`src/rtl/iter_shift_unit.sv`:
```
// Multi-cycle SLL/SRL/SRA shifter: walks the shift amount down in steps of two,
// finishing an odd remainder with a single-bit step.
module iter_shift_unit #(
    parameter int WIDTH   = 32,
    parameter int SHAMT_W = 5
) (
    input  logic               clk,
    input  logic               rst,
    input  logic               start,
    input  logic [1:0]         op,
    input  logic [WIDTH-1:0]   a,
    input  logic [SHAMT_W-1:0] shamt,
    input  logic               flush,
    output logic               busy,
    output logic               done,
    output logic [WIDTH-1:0]   result,
    output logic [1:0]         dbg_state
);

    typedef enum logic [1:0] {
        IDLE  = 2'd0,
        SHIFT = 2'd1,
        DONE  = 2'd2
    } state_t;

    state_t             state, state_next;
    logic [WIDTH-1:0]   acc, acc_step;
    logic [SHAMT_W-1:0] rem, rem_step;
    logic [1:0]         op_q;
    logic               step2;
    logic               accept;

    // Handshake: start is taken on any edge where busy=0 (IDLE or DONE), unless a
    // flush in DONE cancels it; done pulses for one cycle with result already valid.
    assign accept = start && ((state == IDLE) || ((state == DONE) && !flush));

    always_comb begin
        step2    = (rem >= SHAMT_W'(2));
        rem_step = rem - (step2 ? SHAMT_W'(2) : SHAMT_W'(1));
        acc_step = acc;
        case (op_q)
            2'b01:   acc_step = step2 ? {2'b00, acc[WIDTH-1:2]} : {1'b0, acc[WIDTH-1:1]};
            2'b11:   acc_step = step2 ? {{2{acc[WIDTH-1]}}, acc[WIDTH-1:2]}
                                      : {acc[WIDTH-1], acc[WIDTH-1:1]};
            default: acc_step = step2 ? {acc[WIDTH-3:0], 2'b00} : {acc[WIDTH-2:0], 1'b0};
        endcase
    end

    always_ff @(posedge clk) begin
        if (rst) begin
            state <= IDLE;
        end else begin
            state <= state_next;
        end
    end

    always_comb begin
        state_next = state;
        case (state)
            IDLE: begin
                if (accept) state_next = (shamt != '0) ? SHIFT : DONE;
            end
            SHIFT: begin
                if (flush)                  state_next = IDLE;
                else if (rem_step == '0)    state_next = DONE;
            end
            DONE: begin
                if (flush)       state_next = IDLE;
                else if (accept) state_next = (shamt != '0) ? SHIFT : DONE;
                else             state_next = IDLE;
            end
            default: state_next = IDLE;
        endcase
    end

    // result only moves on a DONE entry edge; a zero shift completes straight from a.
    always_ff @(posedge clk) begin
        if (rst) begin
            acc    <= '0;
            rem    <= '0;
            op_q   <= '0;
            result <= '0;
        end else begin
            if (accept) begin
                acc  <= a;
                rem  <= shamt;
                op_q <= op;
            end else if ((state == SHIFT) && !flush) begin
                acc <= acc_step;
                rem <= rem_step;
            end
            if (state_next == DONE) begin
                result <= accept ? a : acc_step;
            end
        end
    end

    assign busy      = (state == SHIFT);
    assign done      = (state == DONE);
    assign dbg_state = state;

endmodule

```
`config.mk`:
```
export PLATFORM = sky130hd
export DESIGN_NAME = iter_shift_unit
export DESIGN_NICKNAME = d
export VERILOG_FILES = /design/src/rtl/iter_shift_unit.sv
export SDC_FILE = /design/constraint.sdc
export NUM_CORES = 1
export LEC_CHECK = 0
export ABC_CLOCK_PERIOD_IN_PS = 2800
export CELL_PAD_IN_SITES_DETAIL_PLACEMENT = 1
export CELL_PAD_IN_SITES_GLOBAL_PLACEMENT = 2
export CORE_MARGIN = 2
export CORE_UTILIZATION = 26
export DETAILED_ROUTE_END_ITERATION = 7
export HOLD_SLACK_MARGIN = 0.1
export PLACE_DENSITY = 0.78
export SLEW_MARGIN = 20
export SYNTH_ARGS = -nofsm -noshare
export SYNTH_HDL_FRONTEND = slang
export SYNTH_SLANG_ARGS = --single-unit
```
`constraint.sdc`:
```
create_clock -name clk -period 2.8 [get_ports clk]
set_input_delay 0.56 -clock clk [delete_from_list [all_inputs] [get_ports clk]]
set_output_delay 0.56 -clock clk [all_outputs]
set_load 0.02 [all_outputs]
```
# After elaboration in Yosys (flattened, before gate mapping)
# Cells that the tools add are included.
dict set report totals {
  in_bits 43
  mem_count 0
  ramBits 0
  latchBits 0
  out_inout_bits 36
  regBits 73
  romBits 0
  word_cells 38
}
dict set report classes {
  n_mux 17
  n_shift 0
  n_div 0
  n_bitwise 0
  order_cmp 1
  addsub 1
  mul 0
  n_eq_ne 5
  n_reduce_logical 9
}
# cell n
set op_table {}
lappend op_table {{$mux W32} 4}
lappend op_table {{$pmux W32 S2} 1}
lappend op_table {{$mux W31} 1}
lappend op_table {{$mux W30} 1}
lappend op_table {{$mux W2} 7}
lappend op_table {{$mux W5} 2}
lappend op_table {{$eq A2 B2 Y1 const B} 3}
lappend op_table {{$pmux W2 S3} 1}
lappend op_table {{$ge A5 B2 Y1 const B} 1}
lappend op_table {{$logic_not A5 Y1} 1}
lappend op_table {{$reduce_bool A5 Y1} 1}
lappend op_table {{$sub A5 B2 Y5} 1}
lappend op_table {{$eq A2 B1 Y1 const B} 2}
lappend op_table {{$logic_and A1 B1 Y1} 3}
lappend op_table {{$logic_not A2 Y1} 1}
lappend op_table {{$reduce_bool A2 Y1} 1}
lappend op_table {{$logic_not A1 Y1} 1}
lappend op_table {{$logic_or A1 B1 Y1} 1}

# Depth between registers and ports, before layout
dict set report logic_depth {
  depth_word 8
  depth_mapped 12
  depth_no_buf 8
}

# Worst setup path before layout
# Ideal clock, no wire load.
dict set report synth_path {
  path_type {reg2reg}
  from {register rem[2]}
  to {register result[13]}
  period_less_slack_ns 2.624
  t_required_ns 2.669
  slack_ns 0.176
  stages_incl_launch_ff 12
  setup_ns 0.131
  path_buffers 3
  arrival_ns 2.493
  cell_sequence {dfxtp_1 -> buf_6 -> nor4_4 -> inv_2 -> buf_6 -> fa_1 -> xor2_1 -> nor2_1 -> nor4b_2 -> buf_4 -> o21ai_1 -> o22ai_1}
}
dict set report synth_via {
  elab_chain_len 8
  word_cells_on_any_way 13
  classes_between {1 x add/sub; 1 x order compare; 1 x eq/ne; 9 x mux; 1 x reduce/logical}
}
# item line
set synth_lines {}
lappend synth_lines {{from (decl)} 28} ;# logic [SHAMT_W-1:0] rem, rem_step;
lappend synth_lines {{from (signal assigned)} 86} ;# rem <= shamt;
lappend synth_lines {{from (signal assigned)} 90} ;# rem <= rem_step;
lappend synth_lines {{$ge A5 B2 Y1} 38} ;# step2 = (rem >= SHAMT_W'(2));
lappend synth_lines {{$mux W2} 39} ;# rem_step = rem - (step2 ? SHAMT_W'(2) : SHAMT_W'(1));
lappend synth_lines {{$sub A5 B2 Y5} 39}
lappend synth_lines {{$logic_not A5 Y1} 65} ;# else if (rem_step == '0) state_next = DONE;
lappend synth_lines {{$mux W2} 65}
lappend synth_lines {{$mux W2} 64} ;# if (flush) state_next = IDLE;
lappend synth_lines {{$pmux W2 S3} 59} ;# case (state)
lappend synth_lines {{$eq A2 B2 Y1} 92} ;# if (state_next == DONE) begin
lappend synth_lines {{to (signal assigned)} 93} ;# result <= accept ? a : acc_step;
lappend synth_lines {{to (decl)} 16} ;# output logic [WIDTH-1:0] result,
# Several ways; a longest one is shown, not always the timed one.
# A chain may end at the register's enable or synchronous reset.

# Worst setup path in the final report
dict set report layout_path {
  from {register rem[1]}
  to {register result[0]}
}
# Same word-level chain as after synthesis.

==> key figures <==
Run status
  – Status: completed

Logic synthesis
  – Number of flops mapped to enable cells by yosys: 0
  – Post-Syn Instances: 473
  – Main flop type after synthesis: dfxtp_1
  – Syn Area/Cell: 7.87 sq um
  – Post-Syn Nets: 519
  – Synth Warn #: 0
  – Sequential area share after synthesis: 0.392
  – Yosys reg bits: 73
  – Async S/R FF share, synth: 0
  – Synth cell types: 42
  – Cell area after synthesis: 3720 sq um

Place
  – Worst slack, placed: 102 ps
  – Port Buf Inserts: 78
  – Placed cell areas: 4630 sq um
  – Final HPWL from detailed placement: 9080 um
  – GP Congestion: 0.817

Global route
  – Vias in the first global route: 3836
  – Largest net degree at the start of global routing: 46
  – Initial antenna violation count: 0
  – Gr usage total: 0.172
  – Grt total ovfl: 0
  – First-pass GRT wire length: 20400 um

Detailed routing
  – Vias per std cell: 5.34
  – Routed Antenna Nets: 0
  – Met2 routed WL: 6090 um
  – Met1 wire length: 6040 um
  – Drt first pass iters: 4
  – Initial DRC Count: 218
  – Vias: 3855
  – Met3 WL: 452 um
  – WL per Instance: 17.8 um
  – Max layer used: met4
  – Wirelength, routed: 12900 um
  – Residual DRC count: 0

Finish
  – Fin util: 0.359
  – Share of cells above drive strength 1: 0.0904
  – Most common cell after layout, fill and taps aside: nand2_1
  – Fin area: 5000 sq um
  – # diodes: 0
  – Layout Area Growth over Synthesis: 34.1%
  – Most frequent cells in the layout: nand2_1, clkdlybuf4s50_1, dfxtp_1, nor2_1, a21oi_1
  – Final net count: 583
  – Fillers: 1677

Timing
  – Crit path time final: 2660 ps
  – Rel. slew slack: 0.456
  – Maximum clock frequency: 375 MHz
  – Pin slew with the least headroom to its limit: 815 ps
  – Final setup viols: 0
  – Final Hold Vio Count: 0
  – Final Max Slew Viols: 0
  – Post-route clock period utilization: 0.951
  – Final WS setup: 136 ps
  – Skew final: 8.25 ps
  – Hold slack: 484 ps

Worst setup path
  – CP Max Fanout: 17
  – CP Launch Type: flip-flop
  – WS Path Type: flip-flop to flip-flop
  – Arrival @ worst endpoint: 2870 ps
  – Worst Path Required: 3010 ps
  – CP endpoint kind: flip-flop

Clocking
  – CTS Root Cell: clkbuf_16
  – CTS buffer count: 9
  – Later-pin clock latency in the skew report: 340 ps
  – Clock Sinks: 73
  – Clock tree buffer depth: 2
  – Htree depth: 3
  – CTS tree: yes
  – Clock transition at path regs: 60 ps

Run
  – Max-cap violations: 0

Hold path
  – Worst min-delay path class: flip-flop to flip-flop

Power and ir drop
  – Psw: 1.03 mW
  – PwrDens: 651 nW/um^2
  – Leakage: 1.83 nW
  – Clock Power Share: 0.392
  – Sequential power share: 0.366
  – Comb power frac: 0.241
  – VDD IR max: 0.226 mV
  – Switch share: 0.318
  – Internal Power: 2.22 mW

Die
  – Rows: 43
  – Die area: 15300 sq um
  – Die width: 124 um
  – IO Count: 79
  – Core area: 13900 sq um
  – Initial Util: 0.267
  – Die Ht: 124 um
-- registers in the layout, indices dropped and copies added, names as in the netlist --
register   cells
acc           32
result        32
rem            5
op_q           2
dbg_state      2
-- path summary, 6_finish.rpt --
path / startpoint / end / slack (ps) / cells after the start
worst max-delay path: rem[1]$_SDFFE_PP0P_ / result[0]$_SDFFE_PP0N_ / 140 / 10
worst min register to register: op_q[1]$_SDFFE_PP0P_ / op_q[1]$_SDFFE_PP0P_ / 480 / 2
worst max register to register: rem[1]$_SDFFE_PP0P_ / result[0]$_SDFFE_PP0N_ / 140 / 10
worst min-delay path: op_q[1]$_SDFFE_PP0P_ / op_q[1]$_SDFFE_PP0P_ / 480 / 2
-- synthesized netlist by cell type, types with 2 or more instances --
cell type / count / area [sq um]
nand2_1: 86 / 323
dfxtp_1: 73 / 1460
nor2_1: 39 / 146
a21oi_1: 34 / 170
nand3_1: 30 / 150
nand4_1: 28 / 175
o211ai_1: 28 / 210
o31ai_1: 27 / 203
a211oi_1: 26 / 195
clkbuf_1: 19 / 71.3
o22ai_1: 11 / 68.8
buf_2: 10 / 50.1
buf_6: 9 / 101
o21ai_0: 5 / 25.0
a221oi_1: 4 / 35.0
buf_1: 4 / 15.0
inv_1: 4 / 15.0
buf_4: 3 / 22.5
nor2b_1: 3 / 18.8
a21o_1: 2 / 15.0
a22oi_1: 2 / 15.0
a311oi_1: 2 / 17.5
ha_1: 2 / 25.0
inv_2: 2 / 7.51
nor3_1: 2 / 10.0
nor4_1: 2 / 12.5
-- per-stage QoR --
stage / instances / power (mW) / setup TNS, ps
after floorplan: 473 / 1.73 / 0
final: 722 / 3.25 / 0
after detailed placement: 704 / 1.98 / 0
after global placement: 704 / 1.95 / 0
after CTS: 720 / 3.26 / 0
after global routing: 722 / 3.42 / -23.1
-- cells by family (layout without fill, tap and decap cells) --
group           count (synthesis)  after routing  synth area share
simple gates                  199            199             0.248
mux                             1              1           0.00269
compound gates                145            145             0.266
fa+ha+maj                       3              3            0.0121
flops                          73             73             0.392
buf+inv                        51            120            0.0759
xor+xnor                        1              1           0.00235
-- metal layers --
| metal | up-vias | global-route usage |
|---|---|---|
| met2 | 87 | 0.276 |
| met1 | 1852 | 0.230 |
| met3 | 22 | 0.0252 |
| met5 | - | 0 |
| met4 | 0 | 0.0746 |
| li1 | 1894 | - |
-- power groups by stage --
stage	Sequential, mW	Clock [mW]	Combinational [mW]
2_1_floorplan	1.21	0	0.520
3_3_place_gp	1.21	0	0.744
3_5_place_dp	1.21	0	0.765
4_1_cts	1.19	1.30	0.774
5_1_grt	1.20	1.36	0.865
6_report	1.19	1.28	0.784
-- critical path, stage by stage (launching register included) --
cell and delay, ps:
dfxtp_1 430, nor4_4 70, buf_4 160, ha_2 200, fa_1 530, nand3b_1 140, nor2_1 120, nor4b_4 330
or2_1 200, buf_4 240, a311oi_1 110
-- timing repair --
| item | 4_1_cts | 5_1_grt |
|---|---|---|
| resized for setup | 0 | 6 |
| endpoints found under the hold margin | 0 | 0 |
| setup buffers | 0 | 2 |
| endpoints found under the setup margin | 0 | 13 |
| hold buffers | 0 | 0 |
-- area by class of cell --
cell class / instances / area [sq um] / share of cell area
clock buffers: 9 / 225 / 0.0451
inverters: 6 / 22.5 / 0.00451
repair buffers: 98 / 956 / 0.191
flip-flops and latches: 73 / 1460 / 0.293
multi-input cells: 349 / 2000 / 0.401
clock inverters: 7 / 101 / 0.0203
well taps: 180 / 225 / 0.0451
Note: power is estimated with default switching activity, not from simulation.
